**config.mk**
```make
export PLATFORM = sky130hd
export DESIGN_NAME = uart_tx_fifo_flat
export DESIGN_NICKNAME = d
export VERILOG_FILES = /design/src/rtl/uart_tx_fifo_if.sv /design/src/rtl/uart_tx_fifo.sv /design/src/flat_wrapper.sv
export SDC_FILE = /design/constraint.sdc
export NUM_CORES = 1
export LEC_CHECK = 0
export CAP_MARGIN = 20
export CORE_ASPECT_RATIO = 0.9
export CORE_MARGIN = 3
export CORE_UTILIZATION = 35
export DETAILED_ROUTE_END_ITERATION = 8
export PLACE_DENSITY_LB_ADDON = 0.1
export SYNTH_ARGS = -nofsm -noshare
export SYNTH_HDL_FRONTEND = slang
export SYNTH_SLANG_ARGS = --single-unit
```
**constraint.sdc**
```tcl
create_clock -name clk -period 3.9 [get_ports clk]
set_clock_uncertainty 0.2 [all_clocks]
set_input_delay 0.39 -clock clk [delete_from_list [all_inputs] [get_ports clk]]
set_output_delay 0.39 -clock clk [all_outputs]
set_load 0.02 [all_outputs]
```
**src/rtl/uart_tx_fifo_if.sv**
```systemverilog
// Receiver-to-transmitter byte stream bundle with FIFO status.
// master = byte source / transmitter side, slave = buffer.
interface uart_tx_fifo_if #(
  parameter int DEPTH = 16,
  parameter int CNT_W = 8
);
  logic                     in_valid;
  logic [7:0]               in_data;
  logic                     tx_rdy;
  logic                     tx_en;
  logic [7:0]               tx_data;
  logic [$clog2(DEPTH):0]   count;
  logic                     empty;
  logic                     full;
  logic [CNT_W-1:0]         overflow_cnt;

  modport master (
    output in_valid,
    output in_data,
    output tx_rdy,
    input  tx_en,
    input  tx_data,
    input  count,
    input  empty,
    input  full,
    input  overflow_cnt
  );

  modport slave (
    input  in_valid,
    input  in_data,
    input  tx_rdy,
    output tx_en,
    output tx_data,
    output count,
    output empty,
    output full,
    output overflow_cnt
  );
endinterface

```
**src/rtl/uart_tx_fifo.sv**
```systemverilog
// Byte FIFO between UART receiver and transmitter.
// Launches one byte per transmitter busy period; counts drops.
module uart_tx_fifo #(
  parameter int DEPTH = 16,
  parameter int CNT_W = 8
) (
  input logic           clk,
  input logic           rst,
  uart_tx_fifo_if.slave bus
);
  localparam int AW = $clog2(DEPTH);

  typedef enum logic [1:0] {
    S_IDLE,
    S_LAUNCH,
    S_BUSY
  } state_t;

  state_t           r_state;
  state_t           w_next;
  logic [7:0]       r_mem [DEPTH];
  logic [AW-1:0]    r_wr_ptr;
  logic [AW-1:0]    r_rd_ptr;
  logic [AW:0]      r_count;
  logic [CNT_W-1:0] r_ovf;
  logic             r_tx_en;
  logic [7:0]       r_tx_data;
  logic             w_empty;
  logic             w_full;
  logic             w_pop;
  logic             w_push;
  logic             w_drop;

  assign w_empty = (r_count == '0);
  assign w_full  = (r_count == (AW+1)'(DEPTH));

  // A same-cycle pop frees the slot the push needs
  assign w_push = bus.in_valid && (!w_full || w_pop);
  assign w_drop = bus.in_valid && w_full && !w_pop;

  always_comb begin
    w_next = r_state;
    w_pop  = 1'b0;
    unique case (r_state)
      S_IDLE: begin
        if (!w_empty && bus.tx_rdy) begin
          w_pop  = 1'b1;
          w_next = S_LAUNCH;
        end
      end
      S_LAUNCH: begin
        if (!bus.tx_rdy) w_next = S_BUSY;
      end
      S_BUSY: begin
        if (bus.tx_rdy) w_next = S_IDLE;
      end
      default: w_next = S_IDLE;
    endcase
  end

  always_ff @(posedge clk) begin
    if (rst) r_state <= S_IDLE;
    else     r_state <= w_next;
  end

  always_ff @(posedge clk) begin
    if (!rst && w_push) r_mem[r_wr_ptr] <= bus.in_data;
  end

  always_ff @(posedge clk) begin
    if (rst) begin
      r_wr_ptr  <= '0;
      r_rd_ptr  <= '0;
      r_count   <= '0;
      r_ovf     <= '0;
      r_tx_en   <= 1'b0;
      r_tx_data <= 8'h00;
    end else begin
      r_tx_en <= w_pop;
      if (w_pop) begin
        r_tx_data <= r_mem[r_rd_ptr];
        r_rd_ptr  <= r_rd_ptr + AW'(1);
      end
      if (w_push) r_wr_ptr <= r_wr_ptr + AW'(1);
      unique case ({w_push, w_pop})
        2'b10:   r_count <= r_count + (AW+1)'(1);
        2'b01:   r_count <= r_count - (AW+1)'(1);
        default: r_count <= r_count;
      endcase
      if (w_drop && (r_ovf != '1)) r_ovf <= r_ovf + CNT_W'(1);
    end
  end

  assign bus.tx_en        = r_tx_en;
  assign bus.tx_data      = r_tx_data;
  assign bus.count        = r_count;
  assign bus.empty        = w_empty;
  assign bus.full         = w_full;
  assign bus.overflow_cnt = r_ovf;
endmodule

```
**src/flat_wrapper.sv**
```systemverilog
// flat-port wrapper written by rule: the top's interface ports become plain ports
module uart_tx_fifo_flat 
#(
  parameter int DEPTH = 16,
  parameter int CNT_W = 8
)
  (clk, rst, bus_in_valid, bus_in_data, bus_tx_rdy, bus_tx_en, bus_tx_data, bus_count, bus_empty, bus_full, bus_overflow_cnt);
  uart_tx_fifo_if #(.DEPTH(DEPTH), .CNT_W(CNT_W)) bus_i ();
  input logic clk;
  input logic rst;
  input wire logic [$bits(bus_i.in_valid)-1:0] bus_in_valid;
  input wire logic [$bits(bus_i.in_data)-1:0] bus_in_data;
  input wire logic [$bits(bus_i.tx_rdy)-1:0] bus_tx_rdy;
  output wire logic [$bits(bus_i.tx_en)-1:0] bus_tx_en;
  output wire logic [$bits(bus_i.tx_data)-1:0] bus_tx_data;
  output wire logic [$bits(bus_i.count)-1:0] bus_count;
  output wire logic [$bits(bus_i.empty)-1:0] bus_empty;
  output wire logic [$bits(bus_i.full)-1:0] bus_full;
  output wire logic [$bits(bus_i.overflow_cnt)-1:0] bus_overflow_cnt;
  assign bus_i.in_valid = bus_in_valid;
  assign bus_i.in_data = bus_in_data;
  assign bus_i.tx_rdy = bus_tx_rdy;
  assign bus_tx_en = bus_i.tx_en;
  assign bus_tx_data = bus_i.tx_data;
  assign bus_count = bus_i.count;
  assign bus_empty = bus_i.empty;
  assign bus_full = bus_i.full;
  assign bus_overflow_cnt = bus_i.overflow_cnt;
  uart_tx_fifo #(.DEPTH(DEPTH), .CNT_W(CNT_W)) u_core (.clk(clk), .rst(rst), .bus(bus_i));
endmodule
```
==> flow_summary.ini <==
[run_status]
run_status = complete, no violations

[floorplanning]
die_y_um = 136.6
core_region_area_mm2 = 0.01847
start_util_pct = 35.90
fp.dieW_um = 151.1
io_pins = 36
dieArea_mm2 = 0.02063
rows = 47

[clock_tree]
cts_buffers = 17
cts.path.max_buffers = 2
worstSkewPairLatency_ps = 430
cts_resized = 0
cts-root-buf = clkbuf_16
htreeDepth = 4
cts_tree = yes
clkTransAtPathRegs_ps = 70
cts.sinks = 160
cts_setup_buffers = 0
cts-hold-fix-buffers = 0

[pwr]
irDropWorstVdd_mv = 0.2760
leakage_uw = 0.002463
power_density_mw_per_mm2 = 597.3

[sta]
timing.final.crit_share_pct = 74.04
setup_viol = 0
slew_headroom_pct = 39.86
rsz0062_at_grt = no
setup_tns_ps = 0
min_period_ps = 2887
worst_pin_slew_ps = 898.8
finalHoldViolCount = 0
drv_slew = 0
max_freq_mhz = 346.3

[detailed_routing]
avgRoutedWirePerCell_um = 20.28
drt-initial-drc-count = 208
totalWireLength_um = 14950
drt_first_pass_iters = 4
num_vias = 3776
drc = 0
vias_per_cell = 5.123
drtAntennaViolNets = 0

[setup_path]
cpLargestDelayFamily = simple AND/OR/NAND/NOR gates
crit_arrival_ps = 2300
critical-path-max-stage-delay_ps = 660
cp-end-kind = output port
crit_chain = or4_4 > nor2_1 > clkdlybuf4s50_1
setup.worst_path.class = register to output port
path_max_fanout = 9
r2r-start = u_core.r_state[1]
slowest_stage = or4_4
path_buf_inv = 1
r2r_cells = 8
regToRegSetupSlack_ps = 1130
r2r_end = u_core.bus.count[4]
required_ps = 3310
cp-start-kind = register

[global_route]
grt_max_degree = 35
first_global_vias = 3808
grt_antenna_before_repair = 0
grt_usage_pct = 15.44
grt-ovfl-total = 0
grt.busiest_layer = met2
grt.met1_usage_pct = 22.17
gr-usage-met3_pct = 3.477
grt_use_met2_pct = 23.28
grt_pass1_wl_um = 23110

[final_layout]
multi_input_area_mm2 = 0.002001
fin_cells = 737
fin_nets = 499
antenna_cells = 0
stdcell_area_mm2 = 0.007840
final_core_util_pct = 42.46
fillers = 1694
synthToLayoutAreaGrowth_pct = 18.27
drive_gt1_share_pct = 15.65
register_area_mm2 = 0.004486

[logic_synthesis]
ys_seq_area_share_pct = 67.65
syn_area_mm2 = 0.006629
synth-edff-count = 128
ys.flop_type = edfxtp_1
ys_ff_latch = 160
yosysUniqueCellTypes = 55
yosysWarnings = 0
syn_nets = 458
syn-instance-count = 438
synth_area_per_cell_um2 = 15.13
synthArstFlopShare_pct = 0

[job]
timing.max_cap.violations = 0

[placement]
port-buffer-count = 35
dp_hpwl_um = 9594
dp.cells = 705
globalplace.congestion = 0.8074
placed_area_mm2 = 0.007233

[hold_path]
min_path_cells = 2
hp-start = u_core.bus.overflow_cnt[1]
hold_class = register to register
holdPathEnd = u_core.bus.overflow_cnt[1]
-- layout make-up --
cell class,instances,share of cell area [%]
inverter,6,0.2873
multi-input combinational,250,25.52
timing repair buffer,44,5.330
tap,245,3.910
clock inverter,15,2.314
sequential,160,57.21
clock buffer,17,5.426
-- placed cells by master (no fill, tap or decap), types with 3 or more instances in the layout --
cell,synthesis,routed
edfxtp_1,128,128
nor2_1,41,41
mux2i_1,36,36
clkdlybuf4s50_1,0,35
dfxtp_1,32,31
clkbuf_16,0,17
mux4_2,16,16
o22ai_1,16,16
nand2_1,13,13
o21ai_0,13,13
a31oi_1,10,10
buf_4,0,9
a21oi_1,8,8
a22oi_1,8,8
nand3_1,8,8
ha_1,8,8
inv_1,6,6
nor3_1,5,5
nor2b_1,5,5
inv_8,0,5
xnor2_1,4,4
o31ai_1,4,4
inv_6,0,4
clkinv_8,0,4
xor2_1,3,3
nand2b_1,3,3
or3_1,3,3
or3b_2,3,3
and3_1,3,3
or4_1,3,3
mux2_2,3,3
-- state kept, by name, summed over array words and instances (netlist names) --
register	flops
u_core.bus.tx_data	8
u_core.bus.tx_en	1
u_core.r_state	2
u_core.r_mem	128
u_core.r_rd_ptr	4
u_core.bus.count	5
u_core.bus.overflow_cnt	8
u_core.r_wr_ptr	4
-- how the worst max path moves through the flow --
stage	cells past startpoint	from	to
global placement	9	bus_tx_rdy	u_core.bus.count[4]
CTS	3	u_core.bus.count[1]	bus_empty
detailed placement	9	bus_tx_rdy	u_core.bus.count[4]
finish	3	u_core.bus.count[1]	bus_empty
floorplan	8	bus_in_valid	u_core.bus.count[4]
global route	3	u_core.bus.count[1]	bus_empty
-- metrics by stage --
| step | power [µW] | setup WS (ps) | hold WS (ps) |
|---|---|---|---|
| after global routing | 4903 | 915.6 | 349.0 |
| after global placement | 3045 | 843.0 | 294.4 |
| after floorplan | 2702 | 1433 | 267.4 |
| after detailed placement | 3052 | 688.1 | 306.7 |
| final | 4683 | 1013 | 320.5 |
| after CTS | 4730 | 990.1 | 321.9 |
-- power by group --
part | switching (µW) | internal [µW]
combinational | 531 | 411
sequential | 124 | 1940
clock | 801 | 875
-- logic make-up (layout without fill, tap and decap cells) --
family,Yosys count,count (layout),share of synthesized area [%]
adder cells (fa/ha/maj),8,8,1.510
buffers and inverters,28,82,2.171
XOR/XNOR,7,7,0.9249
flip-flops,160,160,67.65
multiplexers,56,56,11.55
AND/OR/NAND/NOR,105,105,8.456
AO/OA/AOI/OAI,74,74,7.739
-- synthesized netlist by cell type, types with 4 or more instances --
| master | n | share of area [%] |
|---|---|---|
| o21ai_0 | 13 | 0.98 |
| clkbuf_1 | 11 | 0.62 |
| nand2_1 | 13 | 0.74 |
| o22ai_1 | 16 | 1.5 |
| inv_1 | 6 | 0.34 |
| o31ai_1 | 4 | 0.45 |
| buf_1 | 4 | 0.23 |
| a21oi_1 | 8 | 0.60 |
| a22oi_1 | 8 | 0.91 |
| ha_1 | 8 | 1.5 |
| mux4_2 | 16 | 5.4 |
| edfxtp_1 | 128 | 58 |
| xnor2_1 | 4 | 0.53 |
| nor3_1 | 5 | 0.38 |
| nand3_1 | 8 | 0.60 |
| dfxtp_1 | 32 | 9.7 |
| nor2b_1 | 5 | 0.47 |
| mux2i_1 | 36 | 5.4 |
| a31oi_1 | 10 | 0.94 |
| nor2_1 | 41 | 2.3 |
-- per-layer routing --
metal	share of wire (%)	vias up
met2	47	66
met4	0.68	0
met1	49	1896
met5	0	-
met3	3.5	7
li1	-	1807
-- worst reg2reg max path, stage by stage, from the launching register on --
cell and delay [ps]:
dfxtp_1 350, or4b_1 610, a21oi_1 380, xor2_1 150, ha_1 260, o31a_2 310, o21ai_0 150, mux2_2 170
nand4_1 80
(Power assumes the default switching activity.)
